`config.mk`:
```
export PLATFORM = sky130hd
export DESIGN_NAME = seq_div_32
export DESIGN_NICKNAME = d
export VERILOG_FILES = /design/src/rtl/seq_div_32_pkg.sv /design/src/rtl/add_32.sv /design/src/rtl/seq_div_32_addsub.sv /design/src/rtl/seq_div_32.sv
export SDC_FILE = /design/constraint.sdc
export NUM_CORES = 1
export LEC_CHECK = 0
export BUFFER_PORTS_ARGS = -buffer_cell sky130_fd_sc_hd__buf_2
export CAP_MARGIN = 30
export CORE_MARGIN = 2
export CORE_UTILIZATION = 43
export DETAILED_ROUTE_END_ITERATION = 6
export SLEW_MARGIN = 5
export SYNTH_ARGS = -nofsm -noshare
export SYNTH_HDL_FRONTEND = slang
export SYNTH_HIERARCHICAL = 1
export SYNTH_SLANG_ARGS = --single-unit
export TNS_END_PERCENT = 20
```
`constraint.sdc`:
```
create_clock -name clk -period 17.5 [get_ports clk]
set_input_delay 4.375 -clock clk [delete_from_list [all_inputs] [get_ports clk]]
set_output_delay 4.375 -clock clk [all_outputs]
set_load 0.02 [all_outputs]
```
`src/rtl/seq_div_32_pkg.sv`:
```
// Shared definitions for the sequential signed divider: FSM encoding,
// iteration count and the two's-complement negation used for sign fix-up.
package seq_div_32_pkg;

    // One quotient bit is produced per ITER cycle.
    localparam int DIV_ITERS = 32;

    typedef enum logic [1:0] {
        ST_IDLE  = 2'd0,
        ST_ITER  = 2'd1,
        ST_FIXUP = 2'd2,
        ST_DONE  = 2'd3
    } div_state_t;

    // Two's-complement negation (invert + 1); wraps for 0x80000000.
    function automatic logic [31:0] neg32(input logic [31:0] x);
        return ~x + 32'd1;
    endfunction

endpackage

```
`src/rtl/add_32.sv`:
```
// 32-bit carry-lookahead adder: 4-bit lookahead groups with the group
// carries chained between groups.
module add_32 (
    input  logic [31:0] a,
    input  logic [31:0] b,
    input  logic        cin,
    output logic [31:0] sum,
    output logic        cout
);

    logic [31:0] g;
    logic [31:0] p;
    logic [32:0] c;

    assign g    = a & b;
    assign p    = a ^ b;
    assign c[0] = cin;

    // Each group resolves its three inner carries and its carry-out directly
    // from the group's generate/propagate terms and the incoming carry.
    generate
        for (genvar gi = 0; gi < 8; gi++) begin : g_cla
            localparam int B = 4 * gi;
            logic grp_g;
            logic grp_p;

            assign grp_g = g[B+3]
                         | (p[B+3] & g[B+2])
                         | (p[B+3] & p[B+2] & g[B+1])
                         | (p[B+3] & p[B+2] & p[B+1] & g[B]);
            assign grp_p = p[B+3] & p[B+2] & p[B+1] & p[B];

            assign c[B+1] = g[B] | (p[B] & c[B]);
            assign c[B+2] = g[B+1] | (p[B+1] & g[B]) | (p[B+1] & p[B] & c[B]);
            assign c[B+3] = g[B+2] | (p[B+2] & g[B+1]) | (p[B+2] & p[B+1] & g[B])
                          | (p[B+2] & p[B+1] & p[B] & c[B]);
            assign c[B+4] = grp_g | (grp_p & c[B]);
        end
    endgenerate

    assign sum  = p ^ c[31:0];
    assign cout = c[32];

endmodule

```
`src/rtl/seq_div_32_addsub.sv`:
```
// 33-bit add/subtract of a 32-bit unsigned magnitude M to/from a signed
// 33-bit partial remainder A, built on the 32-bit CLA adder.
module addsub_33 (
    input  logic [32:0] a,
    input  logic [31:0] m,
    input  logic        sub,
    output logic [32:0] res
);

    logic [31:0] m_sel;
    logic [31:0] low_sum;
    logic        c32;

    // Subtraction is A + ~M + 1; the carry-in supplies the +1.
    assign m_sel = sub ? ~m : m;

    add_32 u_add_32 (
        .a    (a[31:0]),
        .b    (m_sel),
        .cin  (sub),
        .sum  (low_sum),
        .cout (c32)
    );

    // M is zero-extended, so its bit 32 is 0, or 1 once inverted.
    assign res = {a[32] ^ sub ^ c32, low_sum};

endmodule

```
`src/rtl/seq_div_32.sv`:
```
// Multi-cycle signed 32-bit non-restoring divider with start/busy/done
// handshake. Quotient truncates toward zero; remainder takes the
// dividend's sign.
module seq_div_32
    import seq_div_32_pkg::*;
#(
    parameter int WIDTH = 32
) (
    input  logic             clk,
    input  logic             clr,
    input  logic             start,
    input  logic [WIDTH-1:0] dividend,
    input  logic [WIDTH-1:0] divisor,
    output logic             busy,
    output logic             done,
    output logic [WIDTH-1:0] quotient,
    output logic [WIDTH-1:0] remainder,
    output logic             div_by_zero
);

    localparam int CNT_W = $clog2(WIDTH);
    localparam logic [CNT_W-1:0] CNT_LAST = CNT_W'(DIV_ITERS - 1);

    div_state_t       state_reg;
    logic [WIDTH:0]   a_reg;
    logic [WIDTH-1:0] q_reg;
    logic [WIDTH-1:0] m_reg;
    logic [CNT_W-1:0] cnt_reg;
    logic             qneg_reg;
    logic             rneg_reg;
    logic             dbz_pending_reg;
    logic             busy_reg;
    logic             done_reg;
    logic [WIDTH-1:0] quotient_reg;
    logic [WIDTH-1:0] remainder_reg;
    logic             dbz_reg;

    logic [WIDTH:0]   a_shift;
    logic [WIDTH:0]   as_a;
    logic             as_sub;
    logic [WIDTH:0]   as_res;
    logic [WIDTH-1:0] a_fix;

    // The single add/subtract engine serves both the per-bit step in ITER
    // (on the shifted A, direction chosen by the old A sign) and the final
    // remainder restore in FIXUP (always an add).
    always_comb begin
        a_shift = {a_reg[WIDTH-1:0], q_reg[WIDTH-1]};
        as_a    = a_reg;
        as_sub  = 1'b0;
        if (state_reg == ST_ITER) begin
            as_a   = a_shift;
            as_sub = ~a_reg[WIDTH];
        end
        a_fix = a_reg[WIDTH] ? as_res[WIDTH-1:0] : a_reg[WIDTH-1:0];
    end

    addsub_33 u_addsub (
        .a   (as_a),
        .m   (m_reg),
        .sub (as_sub),
        .res (as_res)
    );

    // Divider FSM together with the A/Q/M datapath registers and outputs.
    always_ff @(posedge clk) begin
        if (clr) begin
            state_reg       <= ST_IDLE;
            a_reg           <= '0;
            q_reg           <= '0;
            m_reg           <= '0;
            cnt_reg         <= '0;
            qneg_reg        <= 1'b0;
            rneg_reg        <= 1'b0;
            dbz_pending_reg <= 1'b0;
            busy_reg        <= 1'b0;
            done_reg        <= 1'b0;
            quotient_reg    <= '0;
            remainder_reg   <= '0;
            dbz_reg         <= 1'b0;
        end else begin
            case (state_reg)
                ST_IDLE: begin
                    if (start) begin
                        busy_reg <= 1'b1;
                        if (divisor == '0) begin
                            // Divide-by-zero spends one cycle in FIXUP so
                            // done lands one edge after acceptance; Q parks
                            // the raw dividend for the remainder output.
                            dbz_pending_reg <= 1'b1;
                            q_reg           <= dividend;
                            state_reg       <= ST_FIXUP;
                        end else begin
                            dbz_pending_reg <= 1'b0;
                            q_reg     <= dividend[WIDTH-1] ? neg32(dividend) : dividend;
                            m_reg     <= divisor[WIDTH-1] ? neg32(divisor) : divisor;
                            a_reg     <= '0;
                            qneg_reg  <= dividend[WIDTH-1] ^ divisor[WIDTH-1];
                            rneg_reg  <= dividend[WIDTH-1];
                            cnt_reg   <= '0;
                            state_reg <= ST_ITER;
                        end
                    end
                end

                ST_ITER: begin
                    a_reg   <= as_res;
                    q_reg   <= {q_reg[WIDTH-2:0], ~as_res[WIDTH]};
                    cnt_reg <= cnt_reg + 1'b1;
                    if (cnt_reg == CNT_LAST) begin
                        state_reg <= ST_FIXUP;
                    end
                end

                ST_FIXUP: begin
                    if (dbz_pending_reg) begin
                        quotient_reg  <= '1;
                        remainder_reg <= q_reg;
                        dbz_reg       <= 1'b1;
                    end else begin
                        quotient_reg  <= qneg_reg ? neg32(q_reg) : q_reg;
                        remainder_reg <= rneg_reg ? neg32(a_fix) : a_fix;
                        dbz_reg       <= 1'b0;
                    end
                    done_reg  <= 1'b1;
                    state_reg <= ST_DONE;
                end

                ST_DONE: begin
                    done_reg  <= 1'b0;
                    busy_reg  <= 1'b0;
                    state_reg <= ST_IDLE;
                end

                default: begin
                    state_reg <= ST_IDLE;
                end
            endcase
        end
    end

    assign busy        = busy_reg;
    assign done        = done_reg;
    assign quotient    = quotient_reg;
    assign remainder   = remainder_reg;
    assign div_by_zero = dbz_reg;

endmodule

```
==> qor.csv <==
stage;metric;value;unit
global_route;initial antenna violation count;0;
global_route;pin count of the biggest net entering global routing;77;
clocking;H-tree Lvls;4;
clocking;CTS tree;done;
finish;max reg flops;33;
setup_path;Startpoint Class;input pin;
routing;post-DR wirelength/cell;19.6;um
finish;antenna diode count;0;
die;die area;30800;um^2
pwr;P per Cell Area;172;nW/um^2
finish;fin nets;1711;
die;Core Area;28900;um^2
setup_path;worst path cell trace;buf_2 -> or4_4 -> or4_4 -> or4_1 -> buf_4 -> o21ai_2 -> buf_4 -> or4_1 -> a21oi_1;
place;final RePlAce weighted congestion;0.871;
synthesis;Synthesis Warnings;6;
synthesis;post-synthesis sequential area ratio;27.5;%
setup_path;Critical Path Fanout Max;33;
pwr;Peak VDD IR;0.000121;V
place;Placed Area;13500;um^2
finish;share of cells above drive strength 1;16.6;%
flow_run;Max Cap Violations;0;
routing;post-route ant nets;0;
pwr;Static Leak;5.47;nW
synthesis;Avg Cell Area, Syn;8.16;um^2
die;Starting Density;43.9;%
hold_path;HP Start;m_reg[0]$_SDFFE_PP0P_;
setup_path;CP delay by family, top;simple AND/OR/NAND/NOR gates;
clocking;worst skew pair latency;0.44;ns
synthesis;top cells by area, synth;dfxtp_1, xor2_1, a21oi_1;
setup_path;Reg-to-Reg End;remainder[26]$_SDFFE_PP0P_;
finish;Final Cell Area;14100;um^2
setup_path;CP Capture Type;flip-flop;
sta;tightest hold margin;0.471;ns
synthesis;library cells used by synthesis;72;
setup_path;FF-to-FF path depth;19;
synthesis;prevailing post-synth register cell;dfxtp_1;
routing;initial DRC count;1024;
outcome;status;finished, final reports clean;
setup_path;WP buf/inv;3;
routing;DRC Markers;0;
synthesis;number of synthesized flops with an enable pin;0;
sta;final setup fails;0;
place;I/O Buffers;133;
synthesis;number of synthesized register bits;174;
die;Die W;176;um
clocking;Clock Path Buffers;2;
sta;minimum clock period;7.51;ns
sta;fmax;133;MHz
routing;total wire length;39000;um
synthesis;Mapped Area;12700;um^2
finish;Area growth, synth to finish;11.1;%
setup_path;reg2reg setup slack;10.52;ns
die;Die H;176;um
pwr;total power;0.00243;W
clocking;CTS clk-pin slew, worst paths;0.08;ns
routing;detailed-route via count;11900;
sta;Fin. Hold Viols;0;
clocking;cts bufs inserted;17;
place;DP HPWL;28400;um
hold_path;Hold Path Class;reg -> reg;
die;io pins;134;
sta;clock skew;0.0145;ns
finish;commonest non-fill, non-tap cell in the layout;dfxtp_1;
hold_path;hold endpoint;m_reg[0]$_SDFFE_PP0P_;
sta;final setup TNS;0;ns
sta;RSZ-0062 raised after global routing;no;
die;# rows;62;
synthesis;Yosys top cell area share;27.5;%
sta;measured slew at the worst slew-check pin;1.03;ns
setup_path;crit-path max cell delay;0.78;ns
sta;slew margin rel.;31.2;%
setup_path;Slowest-stage cell, CP;o21ai_2;
synthesis;cell count after synthesis;1553;
setup_path;CP required;17.79;ns
routing;Vias/cell;6.00;
sta;Tcrit/Tclk final;42.9;%
clocking;CTS Hold Bufs;0;
sta;worst setup margin;9.99;ns
hold_path;Worst Hold Depth;2;
global_route;number of global-route vias before repair;11100;
clocking;Sink Count;174;
global_route;Total Routing Usage GR;25.0;%
clocking;root buffer cell;clkbuf_16;
global_route;GRT Residual Overflow;0;
synthesis;area leader, netlist;dfxtp_1;
setup_path;Worst EP arrival;7.80;ns
setup_path;Worst Setup SP;divisor[6];
place;pre-CTS setup slack;9.57;ns
setup_path;Reg-to-Reg Start;state_reg[1]$_SDFFE_PP0P_;
finish;most frequent cells in the layout;dfxtp_1, buf_2, xor2_1;
global_route;global-route wire length before repair;61700;um
sta;Final Max Slew Viols;0;
synthesis;ys async rst share;0;%
clocking;Post-CTS Setup Bufs;0;
synthesis;Mapped Nets;1670;
routing;DR pass1 iterations;7;
setup_path;crit path kind;in -> reg;
clocking;post_cts resized;0;
layout make-up:
| type | count | area (um^2) |
|---|---|---|
| fillers | 2919 | 14800 |
| inverters | 27 | 101 |
| flip-flops and latches | 174 | 3480 |
| clock inverters | 14 | 168 |
| clock buffers | 18 | 429 |
| repair buffers | 152 | 851 |
| multi-input cells | 1222 | 8550 |
| well taps | 384 | 480 |
layer usage:
metal / vias to the layer above / routed length [um] / track usage, %
met5: - / 0 / 0
met4: 0 / 728 / 6.47
met3: 39 / 1890 / 2.49
met2: 311 / 16900 / 38.0
met1: 5725 / 19400 / 37.6
li1: 5874 / - / -
power by group:
group | internal [W] | switching [W] | total [W]
Sequential | 0.000511 | 0.000129 | 0.000640
Clock | 0.000194 | 0.000197 | 0.000391
Combinational | 0.000491 | 0.000905 | 0.00140
Total | 0.00120 | 0.00123 | 0.00243
how the worst max path moves through the flow:
stage | to | slack (ns) | cells past startpoint
6_report | m_reg[31]$_SDFFE_PP0P_ | 9.99 | 9
5_1_grt | a_reg[8]$_SDFFE_PP0P_ | 9.81 | 9
4_1_cts | m_reg[31]$_SDFFE_PP0P_ | 10.03 | 9
3_5_place_dp | m_reg[31]$_SDFFE_PP0P_ | 9.57 | 9
3_3_place_gp | m_reg[31]$_SDFFE_PP0P_ | 9.34 | 8
2_1_floorplan | a_reg[23]$_SDFFE_PP0P_ | 10.67 | 9
worst register-to-register path: stages (launching register included):
cell      delay [ns]
dfxtp_1         0.35
inv_1           0.14
ha_4            0.48
inv_1           0.35
nor2_4          0.14
buf_4           0.46
xor2_1          0.45
ha_1            0.35
a21oi_1         0.14
o21ai_0         0.23
a211oi_2        0.58
a21oi_1         0.25
fa_1            0.42
xor2_1          0.21
or4b_2          0.69
a21boi_0        0.56
nand4b_1        0.18
or4_1           0.50
mux2_2          0.30
o22ai_1         0.14
metrics by stage:
step	util, %	instances
global route	48.8	1991
CTS	48.7	1990
global placement	46.5	1956
finish	48.8	1991
detailed placement	46.6	1958
floorplan	-	1553
synth_stat cells, drive strengths merged, types with 5 or more instances:
library cell  number
nor4              17
dfxtp            174
o211ai            66
and3              27
or3               19
nor2b             12
nand2             85
nand2b            12
clkbuf           101
or2                6
or4b               5
inv               26
a21oi            115
a211oi            69
nand3b            11
buf               29
o41ai             12
a31oi             14
nand4b             5
o22ai             37
a21o              11
xnor2             31
o31ai             30
nand4              6
xor2             126
or4               27
nor3              28
mux2              41
and2               7
mux2i             34
nor2             106
fa                 8
a22oi              5
nor3b              5
a311oi             8
ha                42
nand3             64
o21ai             84
logic make-up (layout without fill, tap and decap cells):
family,after synthesis,count (layout),synth area share [%]
buffers and inverters,157,211,5.32
adder cells (fa/ha/maj),50,50,5.41
AO/OA/AOI/OAI,490,490,25.9
XOR/XNOR,158,158,11.0
multiplexers,75,75,6.33
flip-flops,174,174,27.5
AND/OR/NAND/NOR,449,449,18.5
No activity file was read; power rests on OpenSTA's default activity.
